## config.mk

```make
export PLATFORM = sky130hd
export DESIGN_NAME = dma_controller
export DESIGN_NICKNAME = d
export VERILOG_FILES = /design/src/rtl/dma_controller.sv
export SDC_FILE = /design/constraint.sdc
export NUM_CORES = 1
export LEC_CHECK = 0
export CAP_MARGIN = 20
export CORE_MARGIN = 1.5
export CORE_UTILIZATION = 55
export DETAILED_ROUTE_END_ITERATION = 8
export HOLD_SLACK_MARGIN = 0.02
export PLACE_DENSITY = 0.91
export SLEW_MARGIN = 20
export SYNTH_ARGS = -nofsm -noshare
export SYNTH_HDL_FRONTEND = slang
export SYNTH_SLANG_ARGS = --single-unit
```

## constraint.sdc

```tcl
create_clock -name clk -period 2.6 [get_ports clk]
set_input_delay 0.52 -clock clk [delete_from_list [all_inputs] [get_ports clk]]
set_output_delay 0.52 -clock clk [all_outputs]
set_load 0.02 [all_outputs]
```

## src/rtl/dma_controller.sv

```systemverilog
// Single-channel byte DMA: takes the CPU bus via dma_req/dma_ack and copies
// `count` bytes (0 = 256) from src to dst, one read/write pair per byte.
module dma_controller #(
   parameter int ADDR_W = 22
) (
   input  logic              clk,
   input  logic              arst,
   input  logic              cfg_we,
   input  logic [2:0]        cfg_addr,
   input  logic [7:0]        cfg_wdata,
   output logic              dma_req,
   input  logic              dma_ack,
   input  logic              ext_wait,
   output logic [ADDR_W-1:0] address_bus,
   output logic              mem_io,
   output logic              rd_n,
   output logic              wr_n,
   input  logic [7:0]        data_in,
   output logic [7:0]        data_out,
   output logic              data_oe,
   output logic              bus_en,
   output logic              busy,
   output logic [7:0]        remaining,
   output logic              done,
   output logic              irq
);

   localparam logic [2:0] S_IDLE = 3'd0;
   localparam logic [2:0] S_REQ  = 3'd1;
   localparam logic [2:0] S_RD   = 3'd2;
   localparam logic [2:0] S_WR   = 3'd3;
   localparam logic [2:0] S_DONE = 3'd4;

   localparam logic [ADDR_W-1:0] ADDR_ONE = {{(ADDR_W-1){1'b0}}, 1'b1};

   logic [2:0]        state_q, state_d;
   logic [ADDR_W-1:0] src_q, src_d, dst_q, dst_d;
   logic [7:0]        count_q, count_d, remaining_q, remaining_d, buf_q, buf_d;
   logic              src_mem_q, src_mem_d, dst_mem_q, dst_mem_d;
   logic              abort_q, abort_d, irq_q, irq_d;
   logic              ctrl_wr, step, rd_st, wr_st;

   assign ctrl_wr = cfg_we && (cfg_addr == 3'd7);
   // A bus phase only advances when the CPU still grants and nothing stalls.
   assign step    = dma_ack && !ext_wait;

   always_comb begin
      state_d     = state_q;
      src_d       = src_q;
      dst_d       = dst_q;
      count_d     = count_q;
      remaining_d = remaining_q;
      buf_d       = buf_q;
      src_mem_d   = src_mem_q;
      dst_mem_d   = dst_mem_q;
      abort_d     = abort_q;
      irq_d       = irq_q;

      if (state_q != S_IDLE && ctrl_wr && cfg_wdata[3])
         abort_d = 1'b1;

      case (state_q)
         S_IDLE: begin
            if (cfg_we) begin
               case (cfg_addr)
                  3'd0: src_d[7:0]         = cfg_wdata;
                  3'd1: src_d[15:8]        = cfg_wdata;
                  3'd2: src_d[ADDR_W-1:16] = cfg_wdata[ADDR_W-17:0];
                  3'd3: dst_d[7:0]         = cfg_wdata;
                  3'd4: dst_d[15:8]        = cfg_wdata;
                  3'd5: dst_d[ADDR_W-1:16] = cfg_wdata[ADDR_W-17:0];
                  3'd6: count_d            = cfg_wdata;
                  default: begin
                     if (cfg_wdata[0]) begin
                        state_d     = S_REQ;
                        src_mem_d   = cfg_wdata[1];
                        dst_mem_d   = cfg_wdata[2];
                        remaining_d = count_q;
                        abort_d     = 1'b0;
                     end
                  end
               endcase
            end
         end
         S_REQ: begin
            if (abort_q)      state_d = S_DONE;
            else if (dma_ack) state_d = S_RD;
         end
         S_RD: begin
            if (step) begin
               buf_d   = data_in;
               state_d = S_WR;
            end
         end
         S_WR: begin
            if (step) begin
               src_d       = src_q + ADDR_ONE;
               dst_d       = dst_q + ADDR_ONE;
               remaining_d = remaining_q - 8'd1;
               state_d     = (remaining_q == 8'd1 || abort_q) ? S_DONE : S_RD;
            end
         end
         S_DONE: begin
            state_d = S_IDLE;
            abort_d = 1'b0;
         end
         default: state_d = S_IDLE;
      endcase

      // Set beats clear when both land in the DONE cycle.
      if (ctrl_wr && cfg_wdata[4]) irq_d = 1'b0;
      if (state_q == S_DONE)       irq_d = 1'b1;
   end

   always_ff @(posedge clk or posedge arst) begin
      if (arst) begin
         state_q     <= S_IDLE;
         src_q       <= '0;
         dst_q       <= '0;
         count_q     <= '0;
         remaining_q <= '0;
         buf_q       <= '0;
         src_mem_q   <= 1'b0;
         dst_mem_q   <= 1'b0;
         abort_q     <= 1'b0;
         irq_q       <= 1'b0;
      end else begin
         state_q     <= state_d;
         src_q       <= src_d;
         dst_q       <= dst_d;
         count_q     <= count_d;
         remaining_q <= remaining_d;
         buf_q       <= buf_d;
         src_mem_q   <= src_mem_d;
         dst_mem_q   <= dst_mem_d;
         abort_q     <= abort_d;
         irq_q       <= irq_d;
      end
   end

   // Bus outputs decode straight from state so reset releases the bus at once.
   assign rd_st       = (state_q == S_RD);
   assign wr_st       = (state_q == S_WR);
   assign dma_req     = (state_q == S_REQ) || rd_st || wr_st;
   assign bus_en      = rd_st || wr_st;
   assign rd_n        = !rd_st;
   assign wr_n        = !wr_st;
   assign data_oe     = wr_st;
   assign address_bus = rd_st ? src_q : (wr_st ? dst_q : '0);
   assign mem_io      = rd_st ? src_mem_q : (wr_st && dst_mem_q);
   assign data_out    = wr_st ? buf_q : 8'h00;
   assign busy        = (state_q != S_IDLE);
   assign done        = (state_q == S_DONE);
   assign irq         = irq_q;
   assign remaining   = remaining_q;

endmodule

```

# Word level (Yosys, flattened, before mapping)
# Index checks and enable logic that the tools add are counted.
[totals] regBits=75 out_inout_bits=47 wordCells=109
[op_classes] add_sub_neg=3 n_eq_ne=24 n_mux=37 bitwise_logic=1 n_reduce_logical=30
[ops] op="2-to-1 mux 22 bit" count=6
[ops] op="one-hot mux 22 bit (2 select lines)" count=2
[ops] op="2-to-1 mux 8 bit" count=9
[ops] op="adder 22 x 1 -> 22 bit, second input constant" count=2
[ops] op="AND reduction 4 bit" count=7
[ops] op="2-to-1 mux 3 bit" count=8
[ops] op="one-hot mux 8 bit (2 select lines)" count=1
[ops] op="== test 3 bit, second input constant" count=5
[ops] op="== test 3 x 2 -> 1 bit, second input constant" count=4
[ops] op="2-to-1 mux 6 bit" count=2
[ops] op="!= test 2 x 1 -> 1 bit, second input constant" count=6
[ops] op="one-hot mux 3 bit (4 select lines)" count=1
[ops] op="!= test 2 bit, second input constant" count=5
[ops] op="== test 8 x 1 -> 1 bit, second input constant" count=1
[ops] op="subtractor 8 x 1 -> 8 bit, second input constant" count=1
[ops] op="2-to-1 mux 1 bit" count=7
[ops] op="OR reduction 7 bit" count=1
[ops] op="== test 3 x 1 -> 1 bit, second input constant" count=2
[ops] op="logical AND 1 bit" count=6
[ops] op="logical NOT 3 bit" count=2
[ops] op="AND reduction 6 bit" count=1
[ops] op="AND reduction 5 bit" count=1
[ops] op="logical OR 1 bit" count=4
[ops] op="nonzero test 2 bit" count=2
[ops] op="other kinds (7)" count=9

# Depth between registers and ports, before layout
# Gate-level depths: netlist (run 1).
[logic_depth] ltp_word=9 depth_mapped=9 ltp_nobuf=6

# Worst setup path before layout (run 1)
# OpenSTA, ideal clock, no wires.
[synth_timing] kind="register -> output" from="reg state_q[1]" to="out data_out[0]" arrival_ns=1.710 slack_ns=0.370 path_stages_with_launch=7 cell_sequence="dfrtp_1 > buf_2 > and3b_1 > buf_2 > clkbuf_1 > clkbuf_1 > and2_1"
[synth_via] elab_chain_cells=2
[synth_lines] item="start, declared" line_no="36" rtl="logic [2:0] state_q, state_d;"
[synth_lines] item="start signal, assigned" line_no="128" rtl="state_q <= state_d;"
[synth_lines] item="== test 3 x 2 -> 1 bit" line_no="143" rtl="assign wr_st = (state_q == S_WR);"
[synth_lines] item="named net data_oe" line_no="20" rtl="output logic data_oe,"
[synth_lines] item="2-to-1 mux 8 bit" line_no="151" rtl="assign data_out = wr_st ? buf_q : 8'h00;"
[synth_lines] item="end, declared" line_no="19" rtl="output logic [7:0] data_out,"
# The timed path passes the listed nets, and every way through them passes these cells.

# Worst setup path after layout (run 1)
[layout_timing] from="reg state_q[1]" to="out busy"
[layout_via] elab_chain_cells=1
[layout_lines] item="nonzero test 3 bit" line_no="152" rtl="assign busy = (state_q != S_IDLE);"
[layout_lines] item="end, declared" line_no="22" rtl="output logic busy,"
# Every way passes these cells.

==> results of run 1 <==
[per-stage QoR]
stage          setup slack, ns  hold WS [ns]  std cells  total power [mW]
6_report                0.0625         0.498        734              6.67
5_1_grt                0.00288         0.519        734              7.04
3_3_place_gp             0.133         0.461        712              5.43
3_5_place_dp           -0.0211         0.475        712              5.58
2_1_floorplan            0.170         0.471        544              4.38
4_1_cts                0.00378         0.497        730              6.55
[power breakdown]
group	total, mW	internal (mW)	leakage [nW]	switching [mW]
combinational	3.28	1.50	1.46	1.78
clock	0.938	0.446	0.0841	0.492
sequential	2.45	1.73	0.876	0.720
total	6.67	3.68	2.42	3.00
[metal layers]
| metal | global-route usage | part of all wire | up-vias |
|---|---|---|---|
| met1 | 0.432 | 0.38 | 2370 |
| met4 | 0.132 | 0.033 | 0 |
| met3 | 0.0742 | 0.11 | 56 |
| li1 | - | - | 2189 |
| met5 | 0 | 0 | - |
| met2 | 0.549 | 0.48 | 366 |
[sequential cells by signal, summed over array words and instances (netlist names)]
name and flops:
dst_q 22, src_q 22, abort_q 1, count_q 8, irq 1, remaining 8, dst_mem_q 1, state_q 3
buf_q 8, src_mem_q 1
[what timing repair did]
action                                  CTS  global route
endpoints found under the setup margin   20            21
gates resized for setup                   2             4
gates cloned                              1             0
setup buffers                             1             4
[kinds of logic (layout without fill, tap and decap cells)]
| group | Yosys count | in the layout | share of synthesized area |
|---|---|---|---|
| flip-flops | 75 | 75 | 0.396 |
| AND/OR/NAND/NOR | 200 | 201 | 0.217 |
| multiplexers | 43 | 43 | 0.0958 |
| adder cells (fa/ha/maj) | 4 | 4 | 0.0106 |
| AO/OA/AOI/OAI | 173 | 173 | 0.236 |
| buffers and inverters | 49 | 133 | 0.0446 |
[synth_stat cells (2+ instances only)]
master,count
dfrtp_1,75
nor2_1,67
a21oi_1,55
nand2_1,38
o21ai_0,32
mux2i_1,24
nand3_1,20
mux2_2,19
clkbuf_1,17
inv_1,15
o22a_1,15
and2_1,14
nor3_1,13
a31oi_1,12
buf_2,10
a41oi_1,8
and3_1,8
o22ai_1,8
a31o_2,7
and4_1,7
a22oi_1,6
nand2b_1,6
nand4_1,6
buf_1,4
ha_1,4
o31ai_1,4
or3_1,4
a21o_1,3
a311oi_1,3
a211oi_1,2
a2bb2oi_1,2
a41o_1,2
buf_4,2
nand3b_1,2
nor4b_1,2
nor4b_4,2
o211ai_1,2
o21a_1,2
or3b_2,2
[worst max-delay path by stage]
stage | slack, ns | to | cells after the start
finish | 0.06 | busy | 5
global route | 0.003 | data_out[6] | 4
CTS | 0.004 | rd_n | 4
detailed placement | -0.02 | remaining[3] | 6
global placement | 0.13 | remaining[7] | 6
floorplan | 0.17 | abort_q | 1
[area by class of cell]
type | count | area, um2
repair buffers | 102 | 977
well taps | 105 | 131
multi-input cells | 421 | 2670
inverters | 15 | 56.3
fillers | 601 | 2390
clock inverters | 7 | 76.3
clock buffers | 9 | 124
flip-flops and latches | 75 | 1880
==> results.json, run 1 <==
{
  "initial_core_util": 0.571,
  "finalHoldViolations": 0,
  "yosysUniqueCellTypes": 59,
  "synth_cells": 544,
  "wirelength_um": 14700,
  "layout-drive-gt1-share": 0.138,
  "cpMostUsedCell": "buf_4",
  "cts_tree": "done",
  "worstPathArrival_ns": 2.02,
  "fin_util": 0.712,
  "antenna_found_initial": 0,
  "worstSetupEndpointType": "output pin",
  "hold_class": "reg -> reg",
  "r2r-start": "state_q[1]",
  "syn_area_um2": 4740,
  "grt_pass1_vias": 4568,
  "vias": 4981,
  "critPathMaxFanout": 7,
  "yosysWarningCount": 0,
  "critPathLaunch": "state_q[1]",
  "slowest_delay_ns": 0.56,
  "status": "complete, no violations",
  "core_um2": 8300,
  "syn-num-nets": 572,
  "crit_path_top_delay_cell": "clkdlybuf4s50_1",
  "cp_num_buf_inv": 4,
  "post-route-period-util": 0.976,
  "place_congestion": 0.913,
  "place_area_um2": 5650,
  "clk_latency_ns": 0.38,
  "slew_headroom": 0.446,
  "yosys.area.top_type": "dfrtp_1",
  "slew_violations": 0,
  "first_iter_violations": 586,
  "port_buffers": 70,
  "cp.required_ns": 2.08,
  "worst_pin_slew_ns": 0.824,
  "async_reset_ff_frac": 1.00,
  "r2r_cells": 8,
  "fp.dieW_um": 95.9,
  "fin_skew_ns": 0.0149,
  "synth_top_area_share": 0.396,
  "area_delta_synth_final_pct": 24.6,
  "period_needed_ns": 2.54,
  "min_path_cells": 1,
  "ir_drop_mv": 0.702,
  "setup-violations-final": 0,
  "synth.area.top_cells": "dfrtp_1, a21oi_1, nor2_1",
  "cts_buffer_depth": 2,
  "rows": 33,
  "die_area_um2": 9190,
  "cts_buffers": 9,
  "hpwl_um": 9810,
  "r2r-end": "src_q[10]",
  "io_pins": 71,
  "vias_per_cell": 6.79,
  "wl_per_cell_um": 20.0,
  "ys_ff_latch": 75,
  "gr-usage-all-layers": 0.336,
  "htreeDepth": 3,
  "cellLeakagePower_nw": 2.42,
  "path_clk_slew_ns": 0.10,
  "final_common_cell": "dfrtp_1",
  "crit_family": "buffers and inverters",
  "yosysSeqAreaShare": 0.396,
  "fin_tns_setup_ns": 0,
  "die-height_um": 95.9,
  "fin_nets": 652,
  "synth_area_per_cell_um2": 8.72,
  "drtPass1Iterations": 5,
  "design_area_um2": 5910,
  "min_to": "irq",
  "grt-ovfl-total": 0,
  "drc_errors": 0,
  "antennaDiodeCount": 0,
  "rsz0062_at_grt": "false",
  "crit_path_cell_trace": "buf_4 > buf_4 > nor3_2 > inv_1 > clkdlybuf4s50_1",
  "regToRegSetupSlack_ns": 0.15,
  "min_from": "irq",
  "synth_edf_count": 0,
  "grt_max_degree": 70,
  "mostFrequentLayoutCells": "dfrtp_1, nor2_1, clkdlybuf4s50_1",
  "max_freq_ghz": 0.394,
  "root_buffer": "clkbuf_8",
  "drv_cap": 0,
  "grt_first_pass_wirelength_um": 23400,
  "ant_nets": 0,
  "cts_hold_buf": 0,
  "cts.sinks": 75,
  "cp-start-kind": "flip-flop",
  "synthFlopType": "dfrtp_1",
  "criticalPathCategory": "reg -> out",
  "cellPowerDensity_nw_per_um2": 1130
}
Power figures use the tool's default switching activity.
==> run 2: changes to the inputs <==
--- a/config.mk
+++ b/config.mk
@@ -6,7 +6,6 @@
 export NUM_CORES = 1
 export LEC_CHECK = 0
 export CAP_MARGIN = 20
-export CORE_MARGIN = 1.5
 export CORE_UTILIZATION = 55
 export DETAILED_ROUTE_END_ITERATION = 8
 export HOLD_SLACK_MARGIN = 0.02
==> run 2 against run 1 <==
  * Die area down 2.1%
  * Utilization down 0.83 points
  * Design area is 1.2% lower
  * Global-route usage increased by 1.3 points
  * Highest routed layer unchanged
  * Combinational power hardly changed
  * Critical endpoint unchanged
  * Via count decreased by 2.5%
  * Sequential cell count unchanged
  * Clock power decreased by 10%
  * Largest power group unchanged
==> results.json, run 2 (synthesized netlist as in run 1, its figures left out) <==
{
  "drtPass1Iterations": 7,
  "critPathMaxFanout": 12,
  "r2r-end": "src_q[10]",
  "first_iter_violations": 733,
  "wirelength_um": 14300,
  "crit_path_top_delay_cell": "clkdlybuf4s50_1",
  "area_delta_synth_final_pct": 23.1,
  "max_freq_ghz": 0.392,
  "cts_tree": "done",
  "status": "complete, no violations",
  "mostFrequentLayoutCells": "dfrtp_1, clkdlybuf4s50_1, nor2_1",
  "slew_headroom": 0.466,
  "cp.required_ns": 2.08,
  "hold_class": "reg -> reg",
  "cts_buffer_depth": 2,
  "final_common_cell": "dfrtp_1",
  "io_pins": 71,
  "cts.sinks": 75,
  "reg_top3": "dst_q x22, src_q x22",
  "r2r-start": "state_q[1]",
  "n_fill_cell": 596,
  "finalHoldViolations": 0,
  "setup_slack_ns": 0.0509,
  "worst_pin_slew_ns": 0.795,
  "cts_buffers": 9,
  "post-route-period-util": 0.980,
  "core_um2": 8300,
  "cellLeakagePower_nw": 2.37,
  "crit_path_cell_trace": "buf_4 > nor3_2 > inv_1 > clkdlybuf4s50_1",
  "antenna_found_initial": 0,
  "die-height_um": 94.9,
  "fin_skew_ns": 0.0207,
  "critPathLaunch": "state_q[0]",
  "worstPathArrival_ns": 2.03,
  "ir_drop_mv": 0.602,
  "ant_nets": 0,
  "drc_errors": 0,
  "grt_pass1_vias": 4627,
  "place_area_um2": 5640,
  "hpwl_um": 9920,
  "criticalPathCategory": "reg -> out",
  "gr-usage-all-layers": 0.349,
  "cellPowerDensity_nw_per_um2": 1120,
  "rows": 33,
  "grt-ovfl-total": 0,
  "grt_first_pass_wirelength_um": 23800,
  "endpoint": "busy",
  "grt_max_degree": 80,
  "initial_core_util": 0.571,
  "cts_hold_buf": 0,
  "layout-drive-gt1-share": 0.125,
  "regToRegSetupSlack_ns": 0.32,
  "die_area_um2": 9000,
  "design_area_um2": 5840,
  "vias_per_cell": 6.68,
  "slew_violations": 0,
  "drv_cap": 0,
  "worstSetupEndpointType": "output pin",
  "fin_nets": 645,
  "root_buffer": "clkbuf_8",
  "vias": 4856,
  "period_needed_ns": 2.55,
  "cp-start-kind": "flip-flop",
  "rsz0062_at_grt": "false",
  "r2r_cells": 7,
  "place_congestion": 0.927,
  "setup-violations-final": 0,
  "path_clk_slew_ns": 0.10,
  "fp.dieW_um": 94.9,
  "htreeDepth": 3,
  "slowest_delay_ns": 0.57,
  "wl_per_cell_um": 19.7,
  "port_buffers": 70,
  "clk_latency_ns": 0.38,
  "post-place-ws_ns": -0.0118,
  "antennaDiodeCount": 0
}
run 2: how the worst min path moves through the flow:
stage                     slack (ns)  startpoint        to  cells past startpoint
after floorplan                 0.47    buf_q[0]  buf_q[0]                      1
after global placement          0.46         irq       irq                      1
after detailed placement        0.47         irq       irq                      1
after CTS                       0.49         irq       irq                      1
after global routing            0.51         irq       irq                      1
final                           0.50         irq       irq                      1
run 2: layer usage:
layer,up-vias,wire length (um),part of all wire,global-route usage
li1,2168,-,-,-
met1,2310,5610,0.39,0.463
met2,319,6860,0.48,0.555
met3,59,1390,0.097,0.0692
met4,0,455,0.032,0.145
met5,-,0,0,0
run 2: where the power goes:
part | total [mW] | switching (mW) | internal, mW
registers | 2.44 | 0.711 | 1.73
logic | 3.25 | 1.77 | 1.48
clock network | 0.840 | 0.483 | 0.357
run 2: metrics by stage:
step	setup TNS, ns	hold slack [ns]	total power, mW	utilization	cells
2_1_floorplan	0	0.471	4.38	-	544
3_3_place_gp	0	0.461	5.44	0.679	709
3_5_place_dp	-0.0118	0.470	5.59	0.679	709
4_1_cts	0	0.492	6.45	0.702	726
5_1_grt	0	0.514	6.95	0.704	727
6_report	0	0.499	6.53	0.704	727
run 2: area by class of cell:
class,count,area [um2],area share
multi-input cells,421,2670,0.456
well taps,105,131,0.0225
repair buffers,95,935,0.160
flip-flops and latches,75,1880,0.321
inverters,15,56.3,0.00964
clock inverters,6,47.5,0.00814
clock buffers,10,128,0.0219
run 2: critical path: cells and delay by family, from the launching register on:
family        cells  cell delay [ns]
buf+inv           3             0.93
flops             1             0.44
simple gates      1             0.28
run 2: what timing repair did:
action,CTS,global route
endpoints found under the setup margin,8,26
setup buffers,0,1
cloned,1,0
resized for setup,1,3
==> run 3: changes to the inputs <==
--- a/config.mk
+++ b/config.mk
@@ -6,10 +6,10 @@
 export NUM_CORES = 1
 export LEC_CHECK = 0
 export CAP_MARGIN = 20
-export CORE_UTILIZATION = 55
+export CORE_UTILIZATION = 59
 export DETAILED_ROUTE_END_ITERATION = 8
 export HOLD_SLACK_MARGIN = 0.02
-export PLACE_DENSITY = 0.91
+export PLACE_DENSITY = 0.95
 export SLEW_MARGIN = 20
 export SYNTH_ARGS = -nofsm -noshare
 export SYNTH_HDL_FRONTEND = slang
==> constraint.sdc (replaced) <==
create_clock -name clk -period 3.2 [get_ports clk]
set_input_delay 0.64 -clock clk [delete_from_list [all_inputs] [get_ports clk]]
set_output_delay 0.64 -clock clk [all_outputs]
set_load 0.02 [all_outputs]
==> run 3 against run 2 <==
  * Clock power fell by 6.1%
  * Total power fell by 18%
  * Clock skew fell by 0.0055 ns
  * Worst hold slack got worse by 0.0062 ns
  * Register-to-register slack improved by 0.13 ns
  * Die area fell by 6.6%
  * Worst setup slack improved by 0.30 ns
  * Design area fell by 2.1%
  * Critical endpoint is now rd_n
  * Largest power group unchanged
  * Highest routed layer unchanged
==> results.json, run 3 (synthesized netlist as in run 1, its figures left out) <==
{
  "status": "complete, no violations",
  "switchingPower_mw": 2.43,
  "grt_pass1_vias": 4698,
  "io_pins": 71,
  "grt_max_degree": 80,
  "post-place-ws_ns": 0.188,
  "cp.required_ns": 2.56,
  "r2r-end": "src_q[4]",
  "r2r_cells": 5,
  "n_fill_cell": 550,
  "root_buffer": "clkbuf_8",
  "final_common_cell": "dfrtp_1",
  "initial_core_util": 0.611,
  "design_area_um2": 5720,
  "rows": 32,
  "mostFrequentLayoutCells": "dfrtp_1, clkdlybuf4s50_1, nor2_1",
  "vias_per_cell": 6.90,
  "cellLeakagePower_nw": 2.29,
  "worstPathArrival_ns": 2.21,
  "min_to": "irq",
  "setup_slack_ns": 0.353,
  "gr-usage-all-layers": 0.360,
  "reg_top3": "dst_q x22, src_q x22",
  "max_freq_ghz": 0.351,
  "place_area_um2": 5510,
  "wl_per_cell_um": 20.3,
  "htreeDepth": 3,
  "swShare": 0.452,
  "cts_tree": "done",
  "cts_buffers": 9,
  "vias": 4896,
  "internal_power_mw": 2.94,
  "hold_class": "reg -> reg",
  "min_path_cells": 1,
  "critPathMaxFanout": 24,
  "r2r-start": "state_q[2]",
  "first_iter_violations": 749,
  "clk_latency_ns": 0.36,
  "criticalPathCategory": "reg -> out",
  "drtPass1Iterations": 5,
  "wirelength_um": 14400,
  "rsz0062_at_grt": "false",
  "cellPowerDensity_nw_per_um2": 939,
  "area_delta_synth_final_pct": 20.6,
  "cts_hold_buf": 0,
  "ant_nets": 0,
  "cp-start-kind": "flip-flop",
  "worstSetupEndpointType": "output pin",
  "finalHoldViolations": 0,
  "slew_headroom": 0.415,
  "port_buffers": 70,
  "antennaDiodeCount": 0,
  "p_seq_frac": 0.377,
  "setup-violations-final": 0,
  "core_um2": 7770,
  "min_from": "irq",
  "fin_skew_ns": 0.0152,
  "total_power_mw": 5.37,
  "fin_tns_setup_ns": 0,
  "regToRegSetupSlack_ns": 0.45,
  "layout-drive-gt1-share": 0.107,
  "fp.dieW_um": 91.7,
  "antenna_found_initial": 0,
  "post-route-period-util": 0.890,
  "post_cts_buffers": 0,
  "clkPwrFrac": 0.147,
  "path_clk_slew_ns": 0.10,
  "die_area_um2": 8400,
  "ir_drop_mv": 0.568,
  "place_congestion": 0.971,
  "slew_violations": 0,
  "hpwl_um": 9470,
  "drc_errors": 0,
  "post_cts_resized": 0,
  "grt-ovfl-total": 0,
  "pwr-share-comb": 0.476,
  "ff_latch_area_um2": 1880,
  "fin_nets": 631,
  "worst_pin_slew_ns": 0.871,
  "cts.sinks": 75,
  "die-height_um": 91.7,
  "cts_buffer_depth": 2,
  "period_needed_ns": 2.85,
  "drv_cap": 0,
  "multi_input_area_um2": 2660,
  "grt_first_pass_wirelength_um": 23700
}
-- run 3: cell type report --
cell class	count	area share
multi-input combinational	420	0.464
sequential	75	0.328
timing repair buffer	82	0.138
clock buffer	10	0.0241
tap	102	0.0223
clock inverter	6	0.0127
inverter	15	0.00985
-- run 3: routing by layer --
layer	track usage	wire, um	up-vias
met4	0.216	738	0
met2	0.561	6840	388
li1	-	-	2141
met3	0.0638	1520	81
met5	0	0	-
met1	0.470	5290	2286
-- run 3: stage by stage --
step | util | cells | hold WS, ns
finish | 0.736 | 710 | 0.493
global route | 0.736 | 710 | 0.529
CTS | 0.736 | 710 | 0.495
detailed placement | 0.709 | 694 | 0.482
global placement | 0.709 | 694 | 0.459
floorplan | - | 544 | 0.471
-- run 3: critical path, cell delays in order (launching register included) --
cell and delay, ns:
dfrtp_1 0.52, nand2b_1 0.26, buf_4 0.25, or2_2 0.29, clkdlybuf4s50_1 0.53
-- run 3: worst max-delay path by stage --
stage / start / to / depth (start not counted)
2_1_floorplan: arst / abort_q / 1
3_3_place_gp: cfg_we / src_q[4] / 6
3_5_place_dp: cfg_we / src_q[4] / 6
4_1_cts: state_q[2] / rd_n / 4
5_1_grt: state_q[2] / rd_n / 4
6_report: state_q[2] / rd_n / 4
-- run 3: power by group through the flow --
stage               clock (mW)  sequential (mW)  combinational, mW
CTS                      0.778             1.99               2.52
floorplan                    0             1.83               1.73
detailed placement           0             1.98               2.48
finish                   0.789             2.02               2.55
global placement             0             1.95               2.39
global route             0.810             2.08               2.78
